--- src/rtl/uart_tx_arbiter.sv ---
// Two-requester round-robin arbiter in front of an 8N1 UART transmitter.
// Ports: iClk/iRst (async active-low), iValidN/iDataN/oReadyN per requester,
//        oTx serial line, oBusy frame active, oGntId owner of current/last frame.
module uart_tx_arbiter #(
  parameter int CLK_FREQ  = 50000000,
  parameter int BAUD_RATE = 9600
) (
  input  logic       iClk,
  input  logic       iRst,
  input  logic       iValid0,
  input  logic       iValid1,
  input  logic [7:0] iData0,
  input  logic [7:0] iData1,
  output logic       oReady0,
  output logic       oReady1,
  output logic       oTx,
  output logic       oBusy,
  output logic       oGntId
);

  localparam int DIV = CLK_FREQ / BAUD_RATE;
  localparam logic [15:0] DIV_M1 = 16'(DIV - 1);

  typedef enum logic [1:0] {
    IDLE,
    START,
    DATA,
    STOP
  } state_t;

  state_t      state, stateN;
  logic [15:0] cnt, cntN;
  logic [2:0]  idx, idxN;
  logic [7:0]  shReg, shRegN;
  logic        txQ, txN;
  logic        busyQ, busyN;
  logic        gntQ, gntN;
  // last granted requester; reset to 1 so requester 0 wins first contention
  logic        rrQ, rrN;

  logic        wrap;
  logic        anyReq;
  logic        pick;

  assign wrap   = (cnt == DIV_M1);
  // no accept while reset is held
  assign anyReq = iRst & (iValid0 | iValid1);
  assign pick   = (iValid0 & iValid1) ? ~rrQ : iValid1;

  always_ff @(posedge iClk or negedge iRst) begin
    if (!iRst) begin
      state <= IDLE;
      cnt   <= '0;
      idx   <= '0;
      shReg <= '0;
      txQ   <= 1'b1;
      busyQ <= 1'b0;
      gntQ  <= 1'b0;
      rrQ   <= 1'b1;
    end else begin
      state <= stateN;
      cnt   <= cntN;
      idx   <= idxN;
      shReg <= shRegN;
      txQ   <= txN;
      busyQ <= busyN;
      gntQ  <= gntN;
      rrQ   <= rrN;
    end
  end

  always_comb begin
    stateN  = state;
    cntN    = cnt;
    idxN    = idx;
    shRegN  = shReg;
    txN     = txQ;
    busyN   = busyQ;
    gntN    = gntQ;
    rrN     = rrQ;
    oReady0 = 1'b0;
    oReady1 = 1'b0;
    unique case (state)
      IDLE: begin
        txN   = 1'b1;
        busyN = 1'b0;
        if (anyReq) begin
          oReady0 = ~pick;
          oReady1 = pick;
          shRegN  = pick ? iData1 : iData0;
          gntN    = pick;
          rrN     = pick;
          cntN    = '0;
          idxN    = '0;
          stateN  = START;
          txN     = 1'b0;
          busyN   = 1'b1;
        end
      end
      START: begin
        if (wrap) begin
          cntN   = '0;
          idxN   = '0;
          stateN = DATA;
          txN    = shReg[0];
        end else begin
          cntN = cnt + 16'd1;
        end
      end
      DATA: begin
        if (wrap) begin
          cntN = '0;
          if (idx == 3'd7) begin
            stateN = STOP;
            txN    = 1'b1;
          end else begin
            // shift so the next bit always sits in shReg[0]
            idxN   = idx + 3'd1;
            shRegN = {1'b0, shReg[7:1]};
            txN    = shReg[1];
          end
        end else begin
          cntN = cnt + 16'd1;
        end
      end
      STOP: begin
        if (wrap) begin
          cntN   = '0;
          stateN = IDLE;
          txN    = 1'b1;
          busyN  = 1'b0;
        end else begin
          cntN = cnt + 16'd1;
        end
      end
      default: begin
        stateN = IDLE;
        txN    = 1'b1;
        busyN  = 1'b0;
      end
    endcase
  end

  assign oTx    = txQ;
  assign oBusy  = busyQ;
  assign oGntId = gntQ;

endmodule

--- config.mk ---
export PLATFORM = sky130hd
export DESIGN_NAME = uart_tx_arbiter
export DESIGN_NICKNAME = d
export VERILOG_FILES = /design/src/rtl/uart_tx_arbiter.sv
export SDC_FILE = /design/constraint.sdc
export NUM_CORES = 1
export LEC_CHECK = 0
export ABC_AREA = 1
export BUFFER_PORTS_ARGS = -buffer_cell sky130_fd_sc_hd__clkbuf_2
export CORE_MARGIN = 4
export CORE_UTILIZATION = 55
export DETAILED_ROUTE_END_ITERATION = 12
export PLACE_DENSITY = 0.84
export SKIP_CTS_REPAIR_TIMING = 1
export SLEW_MARGIN = 20
export SYNTH_ARGS = -nofsm -noshare
export SYNTH_HDL_FRONTEND = slang
export SYNTH_SLANG_ARGS = --single-unit
--- constraint.sdc ---
create_clock -name iClk -period 2.2 [get_ports iClk]
set_input_delay 0.44 -clock iClk [delete_from_list [all_inputs] [get_ports iClk]]
set_output_delay 0.44 -clock iClk [all_outputs]
set_load 0.005 [all_outputs]
## Word-level counts from Yosys, hierarchy flattened

Index checks and enable logic that the tools add are counted.

| storage, ports and cells | value |
|---|---|
| logic and storage cells | 70 |
| bits of input ports | 20 |
| bits in latches | 0 |
| memory bits (writable) | 0 |
| memory bits (read-only) | 0 |
| flip-flop bits (word level) | 33 |
| memories | 0 |

| cells by class | value |
|---|---|
| multipliers | 0 |
| divide/modulo/power cells | 0 |
| equal/unequal tests | 11 |
| shifts and indexed selects | 0 |
| order comparisons | 0 |
| add/subtract/negate cells | 2 |
| mux-type cells | 33 |
| reduce and logical (&&, ||, !) cells | 11 |
| bitwise gates (word level) | 5 |

Operator list:

| operator | count |
|---|---|
| 2-to-1 mux 16 bit | 2 |
| 2-to-1 mux 8 bit | 4 |
| one-hot mux 16 bit (2 select lines) | 1 |
| adder 16 x 1 -> 16 bit (second input constant) | 1 |
| equality test 16 x 13 -> 1 bit (second input constant) | 1 |
| one-hot mux 8 bit (2 select lines) | 1 |
| 2-to-1 mux 1 bit | 12 |
| 2-to-1 mux 3 bit | 4 |
| != test 2 bit (second input constant) | 6 |
| 2-to-1 mux 2 bit | 5 |
| AND reduction 5 bit | 2 |
| one-hot mux 3 bit (3 select lines) | 1 |
| one-hot mux 2 bit (4 select lines) | 1 |
| equality test 2 bit (second input constant) | 2 |
| one-hot mux 1 bit (4 select lines) | 1 |
| AND reduction 2 bit | 2 |
| AND reduction 4 bit | 1 |
| nonzero test 2 bit | 2 |
| adder 3 x 1 -> 3 bit (second input constant) | 1 |
| equality test 3 bit (second input constant) | 1 |
| AND reduction 3 bit | 1 |
| nonzero test 3 bit | 1 |
| OR reduction 3 bit | 1 |
| AND 1 bit | 2 |
| other kinds (5) | 6 |

## Longest topological paths before layout

| depth | value |
|---|---|
| word-level depth | 5 |
| depth in mapped cells | 10 |

## Worst setup path before layout

OpenSTA, ideal clock, no wires.

| timing | value |
|---|---|
| path type | reg-to-reg |
| start | reg state[0] |
| end | reg shReg[0] |
| slack | 0.653 ns |
| buffers on the path | 1 |
| cell stages (with the launch flop) | 8 |
| arrival | 1.430 ns |
| library setup time | 0.117 ns |
| path through | dfrtp_1 > inv_1 > ha_1 > buf_2 > a21oi_2 > nand2_2 > nand2_1 > nand2_1 |

| between the ends | value |
|---|---|
| longest elaborated chain between the ends | 3 |

RTL lines:

| what | RTL line | text |
|---|---|---|
| start: declaration | 31 | `state_t state, stateN;` |
| start signal: assignment | 61 | `state <= stateN;` |
| equality test 2 bit / zero test 2 bit (equally long branches) | 83 | `unique case (state)` |
| != test 2 bit (no line) / nonzero test 2 bit (equally long branches) | n/a |  |
| AND reduction 4 bit (no line) | n/a |  |
| end signal: assignment | 64 | `shReg <= shRegN;` |
| end: declaration | 34 | `logic [7:0] shReg, shRegN;` |

Several ways; a longest one is shown, not always the timed one.
A chain may end at the register's enable or synchronous reset.

## Worst setup path in the final report

| timing | value |
|---|---|
| start | reg state[0] |
| end | out oReady0 |

| between the ends | value |
|---|---|
| longest elaborated chain between the ends | 2 |

RTL lines:

| what | RTL line | text |
|---|---|---|
| zero test 2 bit | 83 |  |
| 2-to-1 mux 1 bit | 83 |  |
| end: declaration | 14 | `output logic oReady0,` |

Every way passes these cells.

==> reports/metrics.yaml <==
critical_path:
  crit_arrival_ns: 1.62
  rr_startpoint: "cnt[0]$_DFFE_PN0N_"
  cp-startpoint: "state[0]$_DFFE_PN0P_"
  required_ns: 1.76
  path_max_fanout: 6
  start_kind: "register"
  rr_worst_depth: 10
  rrSetupSlack_ns: 0.39
  critical_path_class: "reg -> out"
  reg2reg_to: "shReg[2]$_DFFE_PN0P_"
  worstSetupEndpointType: "output pin"
route:
  drtIter0Drc: 181
  drt-vias-per-instance: 5.213
  drt-wirelength-per-cell_um: 12.36
  drtAntennaViolNets: 0
  drt_first_pass_iters: 4
  vias: 1856
  drc: 0
  drt-total-wl_um: 4400
synthesis:
  synth_area_mm2: 0.002022
  synth_most_common_cell: "nand2_1"
  synth_top_area_cell: "dfrtp_1"
  yosysUniqueCellTypes: 28
  synth_cells: 278
  ys_seq_area_share_pct: 40.97
  synth_ff_type: "dfrtp_1"
  synth.ff_latch_count: 33
  synth_top_area_share_pct: 38.37
  yosys_warnings: 0
  synth-edff-count: 0
  syn_avg_cell_area_um2: 7.273
  netlist_top_cells_area: "dfrtp_1 (38%), nand2_1 (16%), nand3_1 (6.7%)"
  synth-async-reset-ratio_pct: 100.0
  synthTopCellsByCount: "nand2_1 (84), inv_1 (33), dfrtp_1 (31)"
  syn_nets: 305
sta:
  final_hold_viol_count: 0
  fin_crit_ns: 2.055
  max_freq_mhz: 486.5
  worst_pin_slew_ns: 0.5659
  finalCritPeriodShare_pct: 93.43
  fin_setup_tns_ns: 0
  drv_slew: 0
  rsz0062_at_grt: "false"
  finalClockSkew_ns: 0.007143
  maxSlewHeadroom_pct: 61.98
  setup_viol: 0
global_routing:
  gr-total-overflow: 0
  first_global_vias: 1809
  grt_use_total_pct: 21.62
  antenna_found_initial: 0
  grt_max_degree: 34
  grt_pass1_wl_um: 7548
clocking:
  cts_root_buf: "clkbuf_8"
  htreeDepth: 2
  cts_buffer_depth: 2
  clkTransAtPathRegs_ns: 0.07
  clkLatencyLatePin_ns: 0.28
  clock_sinks: 33
  cts_made_buffers: 5
  cts_tree: "done"
power:
  p_leak_uw: 0.001197
  power_density_mw_per_mm2: 1252
  ir_drop_v: 0.0005669
placed_design:
  portBuffers: 24
  dp_hpwl_um: 3368
  gp_congestion: 0.8252
floorplanning:
  fp.dieW_um: 68.63
  dieArea_mm2: 0.004710
  die_y_um: 68.63
  ios: 25
  start_util_pct: 58.74
  coreArea_mm2: 0.003442
  rows: 21
finish:
  fill_cells: 303
  area_growth_syn_to_layout_pct: 15.41
  drive_gt1_share_pct: 17.10
  diodes: 0
  fin_util_pct: 67.79
  nNetsFinal: 336
hold_path:
  hp-class: "in -> async"
run:
  drv_cap: 0
status:
  outcome: "complete, no violations"
## logic make-up (layout without fill, tap and decap cells)
| logic type | Yosys count | count (layout) | synth area share [%] |
|---|---|---|---|
| AO/OA/AOI/OAI | 46 | 46 | 13.30 |
| AND/OR/NAND/NOR | 146 | 146 | 31.13 |
| flip-flops | 33 | 33 | 40.97 |
| adder cells (fa/ha/maj) | 7 | 7 | 4.331 |
| XOR/XNOR | 5 | 5 | 2.166 |
| buffers and inverters | 41 | 73 | 8.107 |
## layer usage
metal  track usage (%)  wire [um]  share of wire (%)  vias to the layer above
li1                  -          -                  -                      965
met1             23.90       1884                 43                      849
met2             39.45       2248                 51                       36
met3             5.348        196                4.5                        6
met4             8.189         71                1.6                        0
met5                 0          0                  0                        -
## metrics by stage
| step | hold WS, ns | total power [uW] | instances | area [um^2] | setup WS, ns |
|---|---|---|---|---|---|
| 3_5_place_dp | 0.4631 | 2331 | 348 | 2212 | 0.3642 |
| 3_3_place_gp | 0.4585 | 2284 | 348 | 2212 | 0.4284 |
| 6_report | 0.2383 | 2923 | 356 | 2333 | 0.1445 |
| 4_1_cts | 0.2493 | 2931 | 356 | 2328 | 0.04247 |
| 2_1_floorplan | 0.1444 | 1975 | 278 | 2022 | 0.6535 |
| 5_1_grt | 0.2811 | 3191 | 356 | 2333 | 0.01050 |
## cell type report
type | count | area (um^2) | area share [%]
Tap cell | 46 | 57.56 | 2.466
Multi-Input combinational cell | 204 | 1035 | 44.34
Clock inverter | 1 | 30.03 | 1.287
Inverter | 35 | 131.4 | 5.630
Clock buffer | 7 | 86.33 | 3.700
Sequential cell | 33 | 828.3 | 35.50
Timing Repair Buffer | 30 | 165.2 | 7.078
## state kept, by name (all words and copies together), names as in the netlist
signal and flops:
cnt 16, oBusy 1, oGntId 1, state 2, oTx 1, rrQ 1, shReg 8, idx 3
## where the power goes
group	leakage, uW	internal (uW)	total [uW]	switching [uW]
clock	0.0000585	369	586	217
combinational	0.000712	471	1290	824
sequential	0.000427	856	1040	186
## worst max path at each step
| stage | endpoint | slack (ns) | cells after the start |
|---|---|---|---|
| floorplan | shReg[0]$_DFFE_PN0P_ | 0.65 | 7 |
| global placement | oReady0 | 0.43 | 7 |
| detailed placement | oReady0 | 0.36 | 7 |
| CTS | oReady0 | 0.04 | 7 |
| global route | oReady0 | 0.01 | 7 |
| finish | oReady0 | 0.14 | 7 |
## critical path: stages, from the launching register on
cell	delay (ns)
dfrtp_1	0.42
inv_1	0.10
ha_2	0.24
inv_1	0.11
nor2_2	0.14
inv_1	0.09
nor2_1	0.12
clkbuf_2	0.13
## cells in the final DEF, fill, tap and decap left out, drive strengths merged
master	Yosys	layout
o31ai	2	2
dfrtp	31	31
nor2	21	21
xor2	5	5
a21oi	5	5
o21ai	32	32
o21a	1	1
bufinv	0	1
dfstp	2	2
ha	7	7
nor3	6	6
inv	35	35
a21o	1	1
clkbuf	2	31
nand4	6	6
nand3	27	27
buf	4	6
nand2	86	86
o22ai	5	5
Note: power is estimated with default switching activity, not from simulation.
